--- src/rtl/reset_seq_ctrl_if.sv ---
// Reset-sequencer signal bundle: strap/software requests in, ordered resets out.
// The sequencer uses the slave view; the strap/pad side uses the master view.
interface reset_seq_ctrl_if;
  logic       soft_reboot_req;
  logic       strap_cpu_rst_rel;
  logic       cpu_rel;
  logic       p_reset_n;
  logic       clk_enb;
  logic       s_reset_n;
  logic       cpu_reset_n;
  logic       boot_done;
  logic [2:0] seq_state;

  modport slave (
    input  soft_reboot_req, strap_cpu_rst_rel, cpu_rel,
    output p_reset_n, clk_enb, s_reset_n, cpu_reset_n, boot_done, seq_state
  );

  modport master (
    output soft_reboot_req, strap_cpu_rst_rel, cpu_rel,
    input  p_reset_n, clk_enb, s_reset_n, cpu_reset_n, boot_done, seq_state
  );
endinterface

--- src/rtl/reset_seq_ctrl.sv ---
// Reset-removal sequencer: POR -> clock enable -> soft reset -> core release,
// plus soft reboot that re-pulses s_reset_n while p_reset_n stays high.
module reset_seq_ctrl #(
  parameter int CNT_W      = 8,
  parameter int P_RST_CYC  = 16,
  parameter int CLK_EN_CYC = 8,
  parameter int S_RST_CYC  = 8
) (
  input  logic             clk,
  input  logic             reset,
  reset_seq_ctrl_if.slave  bus
);

  typedef enum logic [2:0] {
    POR    = 3'd0,
    CLKW   = 3'd1,
    SRSTW  = 3'd2,
    RUN    = 3'd3,
    REBOOT = 3'd4,
    RBWAIT = 3'd5
  } state_t;

  localparam longint CNT_MAX = (64'd1 << CNT_W) - 64'd1;

  if (P_RST_CYC < 1 || longint'(P_RST_CYC) > CNT_MAX ||
      CLK_EN_CYC < 1 || longint'(CLK_EN_CYC) > CNT_MAX ||
      S_RST_CYC < 1 || longint'(S_RST_CYC) > CNT_MAX) begin : g_bad_delay
    $error("reset_seq_ctrl: delay parameter outside 1..2^CNT_W-1");
  end

  localparam logic [CNT_W-1:0] P_TC  = CNT_W'(P_RST_CYC - 1);
  localparam logic [CNT_W-1:0] CE_TC = CNT_W'(CLK_EN_CYC - 1);
  localparam logic [CNT_W-1:0] S_TC  = CNT_W'(S_RST_CYC - 1);

  state_t           state;
  logic [CNT_W-1:0] cnt;
  logic             req_p0, req_p1, req_p2;
  logic             auto_rel;
  logic             p_reset_n_q, clk_enb_q, s_reset_n_q, cpu_reset_n_q, boot_done_q;
  logic             trig;

  // Request synchroniser: p0/p1 resolve metastability, p2 gives edge detection
  always_ff @(posedge clk or posedge reset) begin
    if (reset) begin
      req_p0 <= 1'b0;
      req_p1 <= 1'b0;
      req_p2 <= 1'b0;
    end else begin
      req_p0 <= bus.soft_reboot_req;
      req_p1 <= req_p0;
      req_p2 <= req_p1;
    end
  end

  assign trig = req_p1 & ~req_p2;

  // Sequencer FSM with registered outputs
  always_ff @(posedge clk or posedge reset) begin
    if (reset) begin
      state         <= POR;
      cnt           <= '0;
      auto_rel      <= 1'b0;
      p_reset_n_q   <= 1'b0;
      clk_enb_q     <= 1'b0;
      s_reset_n_q   <= 1'b0;
      cpu_reset_n_q <= 1'b0;
      boot_done_q   <= 1'b0;
    end else begin
      boot_done_q <= 1'b0;
      case (state)
        POR: begin
          if (cnt == P_TC) begin
            cnt         <= '0;
            p_reset_n_q <= 1'b1;
            state       <= CLKW;
          end else begin
            cnt <= cnt + 1'b1;
          end
        end
        CLKW: begin
          if (cnt == CE_TC) begin
            cnt       <= '0;
            clk_enb_q <= 1'b1;
            state     <= SRSTW;
          end else begin
            cnt <= cnt + 1'b1;
          end
        end
        SRSTW: begin
          if (cnt == S_TC) begin
            cnt         <= '0;
            s_reset_n_q <= 1'b1;
            boot_done_q <= 1'b1;
            auto_rel    <= bus.strap_cpu_rst_rel;
            state       <= RUN;
          end else begin
            cnt <= cnt + 1'b1;
          end
        end
        RUN: begin
          // Reboot takes priority over a coincident core release
          if (trig) begin
            cnt           <= '0;
            s_reset_n_q   <= 1'b0;
            cpu_reset_n_q <= 1'b0;
            state         <= REBOOT;
          end else if (auto_rel || bus.cpu_rel) begin
            cpu_reset_n_q <= 1'b1;
          end
        end
        REBOOT: begin
          if (cnt == S_TC) begin
            cnt   <= '0;
            state <= RBWAIT;
          end else begin
            cnt <= cnt + 1'b1;
          end
        end
        RBWAIT: begin
          // Strap control clears the sticky request while s_reset_n is low
          if (!req_p1) begin
            s_reset_n_q <= 1'b1;
            boot_done_q <= 1'b1;
            auto_rel    <= bus.strap_cpu_rst_rel;
            state       <= RUN;
          end
        end
        default: begin
          cnt           <= '0;
          p_reset_n_q   <= 1'b0;
          clk_enb_q     <= 1'b0;
          s_reset_n_q   <= 1'b0;
          cpu_reset_n_q <= 1'b0;
          state         <= POR;
        end
      endcase
    end
  end

  assign bus.p_reset_n   = p_reset_n_q;
  assign bus.clk_enb     = clk_enb_q;
  assign bus.s_reset_n   = s_reset_n_q;
  assign bus.cpu_reset_n = cpu_reset_n_q;
  assign bus.boot_done   = boot_done_q;
  assign bus.seq_state   = state;

endmodule

--- src/flat_wrapper.sv ---
// flat-port wrapper written by rule: the top's interface ports become plain ports
module reset_seq_ctrl_flat 
#(
  parameter int CNT_W      = 8,
  parameter int P_RST_CYC  = 16,
  parameter int CLK_EN_CYC = 8,
  parameter int S_RST_CYC  = 8
)
  (clk, reset, bus_soft_reboot_req, bus_strap_cpu_rst_rel, bus_cpu_rel, bus_p_reset_n, bus_clk_enb, bus_s_reset_n, bus_cpu_reset_n, bus_boot_done, bus_seq_state);
  reset_seq_ctrl_if bus_i ();
  input  logic clk;
  input  logic reset;
  input wire logic [$bits(bus_i.soft_reboot_req)-1:0] bus_soft_reboot_req;
  input wire logic [$bits(bus_i.strap_cpu_rst_rel)-1:0] bus_strap_cpu_rst_rel;
  input wire logic [$bits(bus_i.cpu_rel)-1:0] bus_cpu_rel;
  output wire logic [$bits(bus_i.p_reset_n)-1:0] bus_p_reset_n;
  output wire logic [$bits(bus_i.clk_enb)-1:0] bus_clk_enb;
  output wire logic [$bits(bus_i.s_reset_n)-1:0] bus_s_reset_n;
  output wire logic [$bits(bus_i.cpu_reset_n)-1:0] bus_cpu_reset_n;
  output wire logic [$bits(bus_i.boot_done)-1:0] bus_boot_done;
  output wire logic [$bits(bus_i.seq_state)-1:0] bus_seq_state;
  assign bus_i.soft_reboot_req = bus_soft_reboot_req;
  assign bus_i.strap_cpu_rst_rel = bus_strap_cpu_rst_rel;
  assign bus_i.cpu_rel = bus_cpu_rel;
  assign bus_p_reset_n = bus_i.p_reset_n;
  assign bus_clk_enb = bus_i.clk_enb;
  assign bus_s_reset_n = bus_i.s_reset_n;
  assign bus_cpu_reset_n = bus_i.cpu_reset_n;
  assign bus_boot_done = bus_i.boot_done;
  assign bus_seq_state = bus_i.seq_state;
  reset_seq_ctrl #(.CNT_W(CNT_W), .P_RST_CYC(P_RST_CYC), .CLK_EN_CYC(CLK_EN_CYC), .S_RST_CYC(S_RST_CYC)) u_core (.clk(clk), .reset(reset), .bus(bus_i));
endmodule
--- config.mk ---
export PLATFORM = sky130hd
export DESIGN_NAME = reset_seq_ctrl_flat
export DESIGN_NICKNAME = d
export VERILOG_FILES = /design/src/rtl/reset_seq_ctrl_if.sv /design/src/rtl/reset_seq_ctrl.sv /design/src/flat_wrapper.sv
export SDC_FILE = /design/constraint.sdc
export NUM_CORES = 1
export LEC_CHECK = 0
export ABC_AREA = 1
export CORE_ASPECT_RATIO = 0.75
export CORE_MARGIN = 4
export CORE_UTILIZATION = 47
export DETAILED_ROUTE_END_ITERATION = 8
export GPL_ROUTABILITY_DRIVEN = 1
export PLACE_DENSITY = 0.75
export SLEW_MARGIN = 20
export SYNTH_ARGS = -nofsm -noshare
export SYNTH_HDL_FRONTEND = slang
export SYNTH_SLANG_ARGS = --single-unit
export TNS_END_PERCENT = 5
--- constraint.sdc ---
create_clock -name clk -period 2 [get_ports clk]
set_input_delay 0.2 -clock clk [delete_from_list [all_inputs] [get_ports clk]]
set_output_delay 0.2 -clock clk [all_outputs]
set_load 0.02 [all_outputs]
* After elaboration in Yosys (flattened, before gate mapping)
Cells that the tools add are included.
** Word-level totals
- Flip-flop bits (word level) :: 20
** Cells by class
- $add $sub $neg :: 1
- Equality and inequality tests :: 14
- Multiplexer cells :: 27
- Bitwise logic cells :: 7
- Reduce and logical (&&, ||, !) cells :: 15
** Operators with widths (count)
- 8-bit case mux with 4 select lines :: 1
- 8-bit 2-to-1 mux :: 3
- 3-bit 2-to-1 mux :: 6
- 3-bit case mux with 6 select lines :: 1
- 5-bit OR reduction :: 3
- 1-bit 2-to-1 mux :: 10
- 2-bit by 1-bit != test with 1-bit output, second input constant :: 5
- 1-bit case mux with 2 select lines :: 5
- 8-bit by 1-bit adder with 8-bit output, second input constant :: 1
- 8-bit by 3-bit == test with 1-bit output, second input constant :: 1
- 8-bit by 4-bit == test with 1-bit output, second input constant :: 1
- 2-bit AND reduction :: 4
- 3-bit by 2-bit == test with 1-bit output, second input constant :: 2
- 3-bit == test, second input constant :: 2
- 1-bit inverter :: 6
- 6-bit AND reduction :: 1
- 3-bit OR reduction :: 2
- 1-bit case mux with 4 select lines :: 1
- 4-bit AND reduction :: 1
- 3-bit by 1-bit == test with 1-bit output, second input constant :: 1
- 3-bit logical NOT :: 1
- 3-bit by 1-bit != test with 1-bit output, second input constant :: 1
- 3-bit AND reduction :: 1
- 2-bit != test, second input constant :: 1
- 3 further kinds :: 3

* Depth between registers and ports, before layout
Gate-level depths: netlist of run 1.
- Depth after elaboration :: 4
- Depth in mapped cells :: 9
- Gate-level depth less buffers :: 9

* Worst setup path after synthesis of run 1
Ideal clock, no wire load.
- Path kind :: register to register
- Start :: register u_core.state[1], in the netlist u_core.bus.seq_state[1]
- End :: register u_core.state[1], in the netlist u_core.bus.seq_state[1]
- Setup time :: 121 ps
- Arrival :: 1230 ps
- Required time :: 1879 ps
- Slack :: 649 ps
- Stages on the path, launching flop included :: 10
- Period minus slack after synthesis :: 1351 ps
- Cell sequence :: dfrtp_1 -> buf_6 -> inv_2 -> nand3_1 -> inv_1 -> nand2_1 -> nand3_2 -> nor2_4 -> nand2_1 -> nand2_1
** On the way
- Word-level cells in the longest chain between the ends :: 3
- Elaborated cells on any way between the ends :: 14
- Classes of those cells :: eq/ne (11); mux (1); reduce/logical (2)
** Ends and longest elaborated chain
- start: declaration :: RTL line reset_seq_ctrl.sv:35 : state_t state;
- start signal: assignment :: RTL line reset_seq_ctrl.sv:60 : state <= POR;
- start signal: assignment :: RTL line reset_seq_ctrl.sv:75 : state <= CLKW;
- start signal: assignment :: RTL line reset_seq_ctrl.sv:84 : state <= SRSTW;
- 3-bit == test, or another cell as far along :: RTL line reset_seq_ctrl.sv:70 : case (state)
- 2-bit by 1-bit != test with 1-bit output (no line) or 2-bit != test (tied branches)
- 6-bit AND reduction (no line)
Several ways; a longest one is shown, not always the timed one.
A chain may end at the register's enable or synchronous reset.

* Worst setup path after layout of run 1
- Start :: register u_core.state[1], in the netlist u_core.bus.seq_state[1]
- End :: output bus_seq_state[1]
** RTL lines
- end: declaration :: RTL line flat_wrapper.sv:21 : output wire logic [$bits(bus_i.seq_state)-1:0] bus_seq_state;
No word-level cell between the ends.

==> metrics.txt, run 1 <==
worst-margin pin slew=0.348 ns; DIE AREA=3310 sq um; Vias=975; Root Driver=clkbuf_4; post-synthesis cell count=145; most frequent cells in the layout=37 x nand2_1, 21 x inv_1, 20 x dfrtp_1; pins over their slew limit=0; final hold slack=0.205 ns; Pleak=0.716 nW; GRT overflow=0; via density per instance=5.00; Power Density=1350 nW/um^2; clk_skew=0.0102 ns; drt pass-1 iters=4; gpl congestion=0.924; cell family with most CP delay=buffers and inverters; CP startpoint kind=flop; Bufs and invs on worst path=1; cts repair resizes=0; pin count of the biggest net entering global routing=21; DP Area=1310 sq um; Die H=50.8 um; final net count=168; CP Capture Type=output port; Register Area=500 sq um; power share of the sequential group=0.355; initial drt markers=32; initial antenna violation count=0; VDD IR max=0.699 mV; status=finished clean; CTS Sinks=20; finished layout cell area=1350 sq um; Yosys reg bits=20; postcts setup bufs=0; unrepaired setup endpoints after global routing=no; Synth Warn #=0; total power=1.82 mW; routed len/inst=11.9 um; gr usage total=0.166; worst skew pair latency=0.30 ns; met3 GRT Util=0.0484; final number of hold-violating endpoints=0; critical path required time=1.80 ns; CTS tree=yes; Mapped Nets=151; crit path time final=1.73 ns; TNS Setup=0 ns; Starting Density=0.498; internal power=986 uW; H-tree depth=1; # IOs=13; met2 track demand over resource=0.260; Slew HR=0.768; # diodes=0; Final period util=0.865; DP Wirelength=1800 um; # fillers=202; Setup CP Type=flop to output port; number of global-route vias before repair=929; CTS Hold Bufs=0; Non-Filler Instances=195; Core ar.=2310 sq um; combinational power share=0.520; critical path's slowest cell=clkdlybuf4s50_1; GR peak layer=met2; largest stage delay on the critical path=0.68 ns; Port Buffer Count=12; Net Sw Power=832 uW; Synth Area per Inst=7.93 sq um; critical-path maximum fanout=9; Final Routed Wirelength=2320 um; final setup fails=0; most common cell after layout, fill and taps aside=nand2_1; DRC=0; Max Clk Rate=578 MHz; clock slew at reported path FFs=0.11 ns; worst path cell trace=clkdlybuf4s50_1; first-pass GRT wire length=4170 um; Max Buffers Root-to-Sink=2; switching share of total power=0.458; area of the multi-input gates=556 sq um; met1 GRT Util=0.228; Min-Delay Path Class=input pin to asynchronous set/reset pin; Die X=65.1 um; CTS Buf Count=3; Clk pwr share=0.126; Seq/Total Area, Yosys=0.435; Final ANT Viol Nets=0; dpl cells=191; critical path data arrival time=1.53 ns; Yosys cell types=23; Max Cap Violations=0; synthesized cell area=1150 sq um; share of layout cells above drive strength 1=0.124; Core Rows=15; area grow syn2layout=17.0%
## cell type report
cell class	count	area share
flip-flops and latches	20	0.372
repair buffers	13	0.0949
inverters	22	0.0614
clock buffers	4	0.0270
multi-input cells	102	0.413
well taps	34	0.0316
## sequential cells by signal (all words and copies together), names as in the netlist
| register | flops |
|---|---|
| u_core.bus.clk_enb | 1 |
| u_core.bus.cpu_reset_n | 1 |
| u_core.bus.s_reset_n | 1 |
| u_core.bus.boot_done | 1 |
| u_core.req_p0 | 1 |
| u_core.bus.p_reset_n | 1 |
| u_core.req_p1 | 1 |
| u_core.cnt | 8 |
| u_core.auto_rel | 1 |
| u_core.bus.seq_state | 3 |
| u_core.req_p2 | 1 |
## path summary, 6_finish.rpt
check                                   startpoint  depth (start not counted)                 endpoint  slack, ns
min reg2reg                          u_core.req_p0                          0            u_core.req_p1       0.36
max reg2reg                          u_core.cnt[0]                          8  u_core.bus.seq_state[1]       0.48
max in group asynchronous                    reset                          3            u_core.cnt[0]       1.58
max                        u_core.bus.seq_state[1]                          1         bus_seq_state[1]       0.27
min in group clk               bus_soft_reboot_req                          1            u_core.req_p0       0.33
min                                          reset                          3            u_core.cnt[3]       0.21
## tightest hold or removal path: cells and delay by family
| family | cells | cell delay [ns] |
|---|---|---|
| buffers and inverters | 3 | 0.70 |
## power groups by stage
stage	clock [mW]	sequential (mW)	combinational, mW
detailed placement	0	0.650	0.945
global placement	0	0.643	0.917
global route	0.257	0.663	1.05
CTS	0.243	0.644	0.947
floorplan	0	0.682	0.652
finish	0.229	0.645	0.945
## stage by stage
stage          worst slack, ns   util
2_1_floorplan            0.649      -
3_3_place_gp             0.538  0.567
3_5_place_dp             0.495  0.567
4_1_cts                  0.247  0.583
5_1_grt                  0.194  0.583
6_report                 0.269  0.583
## cells in the mapped netlist
library cell | number | area, sq um
dfrtp_1 | 20 | 500
o22ai_1 | 2 | 12.5
o31ai_1 | 1 | 7.51
nand4_1 | 5 | 31.3
nand2_2 | 1 | 6.26
ha_1 | 1 | 12.5
o21ai_0 | 7 | 35.0
o21ai_4 | 1 | 16.3
nor2_1 | 12 | 45.0
a21oi_1 | 3 | 15.0
o21bai_1 | 3 | 22.5
inv_2 | 1 | 3.75
nand3_1 | 13 | 65.1
inv_1 | 21 | 78.8
nor2_4 | 4 | 45.0
o21ai_2 | 1 | 8.76
nand3_2 | 3 | 30.0
nand2_4 | 1 | 11.3
o211ai_1 | 1 | 7.51
nand2_1 | 37 | 139
xor2_1 | 3 | 26.3
buf_6 | 1 | 11.3
nor2_2 | 3 | 18.8
## cells by family after synthesis
family                   count (synthesis)  synth area share
buffers and inverters                   23            0.0816
XOR/XNOR                                 3            0.0229
AO/OA/AOI/OAI                           19             0.109
AND/OR/NAND/NOR                         79             0.341
flip-flops                              20             0.435
adder cells (fa/ha/maj)                  1            0.0109
## routing by layer
metal / share of wire / up-vias
li1: - / 499
met4: 0.0086 / 0
met2: 0.43 / 48
met3: 0.081 / 4
met5: 0 / -
met1: 0.48 / 424
Power figures use the tool's default switching activity.
==> run 2: changes to the inputs <==
--- a/config.mk
+++ b/config.mk
@@ -12,7 +12,7 @@
 export DETAILED_ROUTE_END_ITERATION = 8
 export GPL_ROUTABILITY_DRIVEN = 1
 export PLACE_DENSITY = 0.75
-export SLEW_MARGIN = 20
+export SLEW_MARGIN = 25
 export SYNTH_ARGS = -nofsm -noshare
 export SYNTH_HDL_FRONTEND = slang
 export SYNTH_SLANG_ARGS = --single-unit
==> results of run 2 <==
The final DEF is identical to that of run 1; final timing and power are the same.
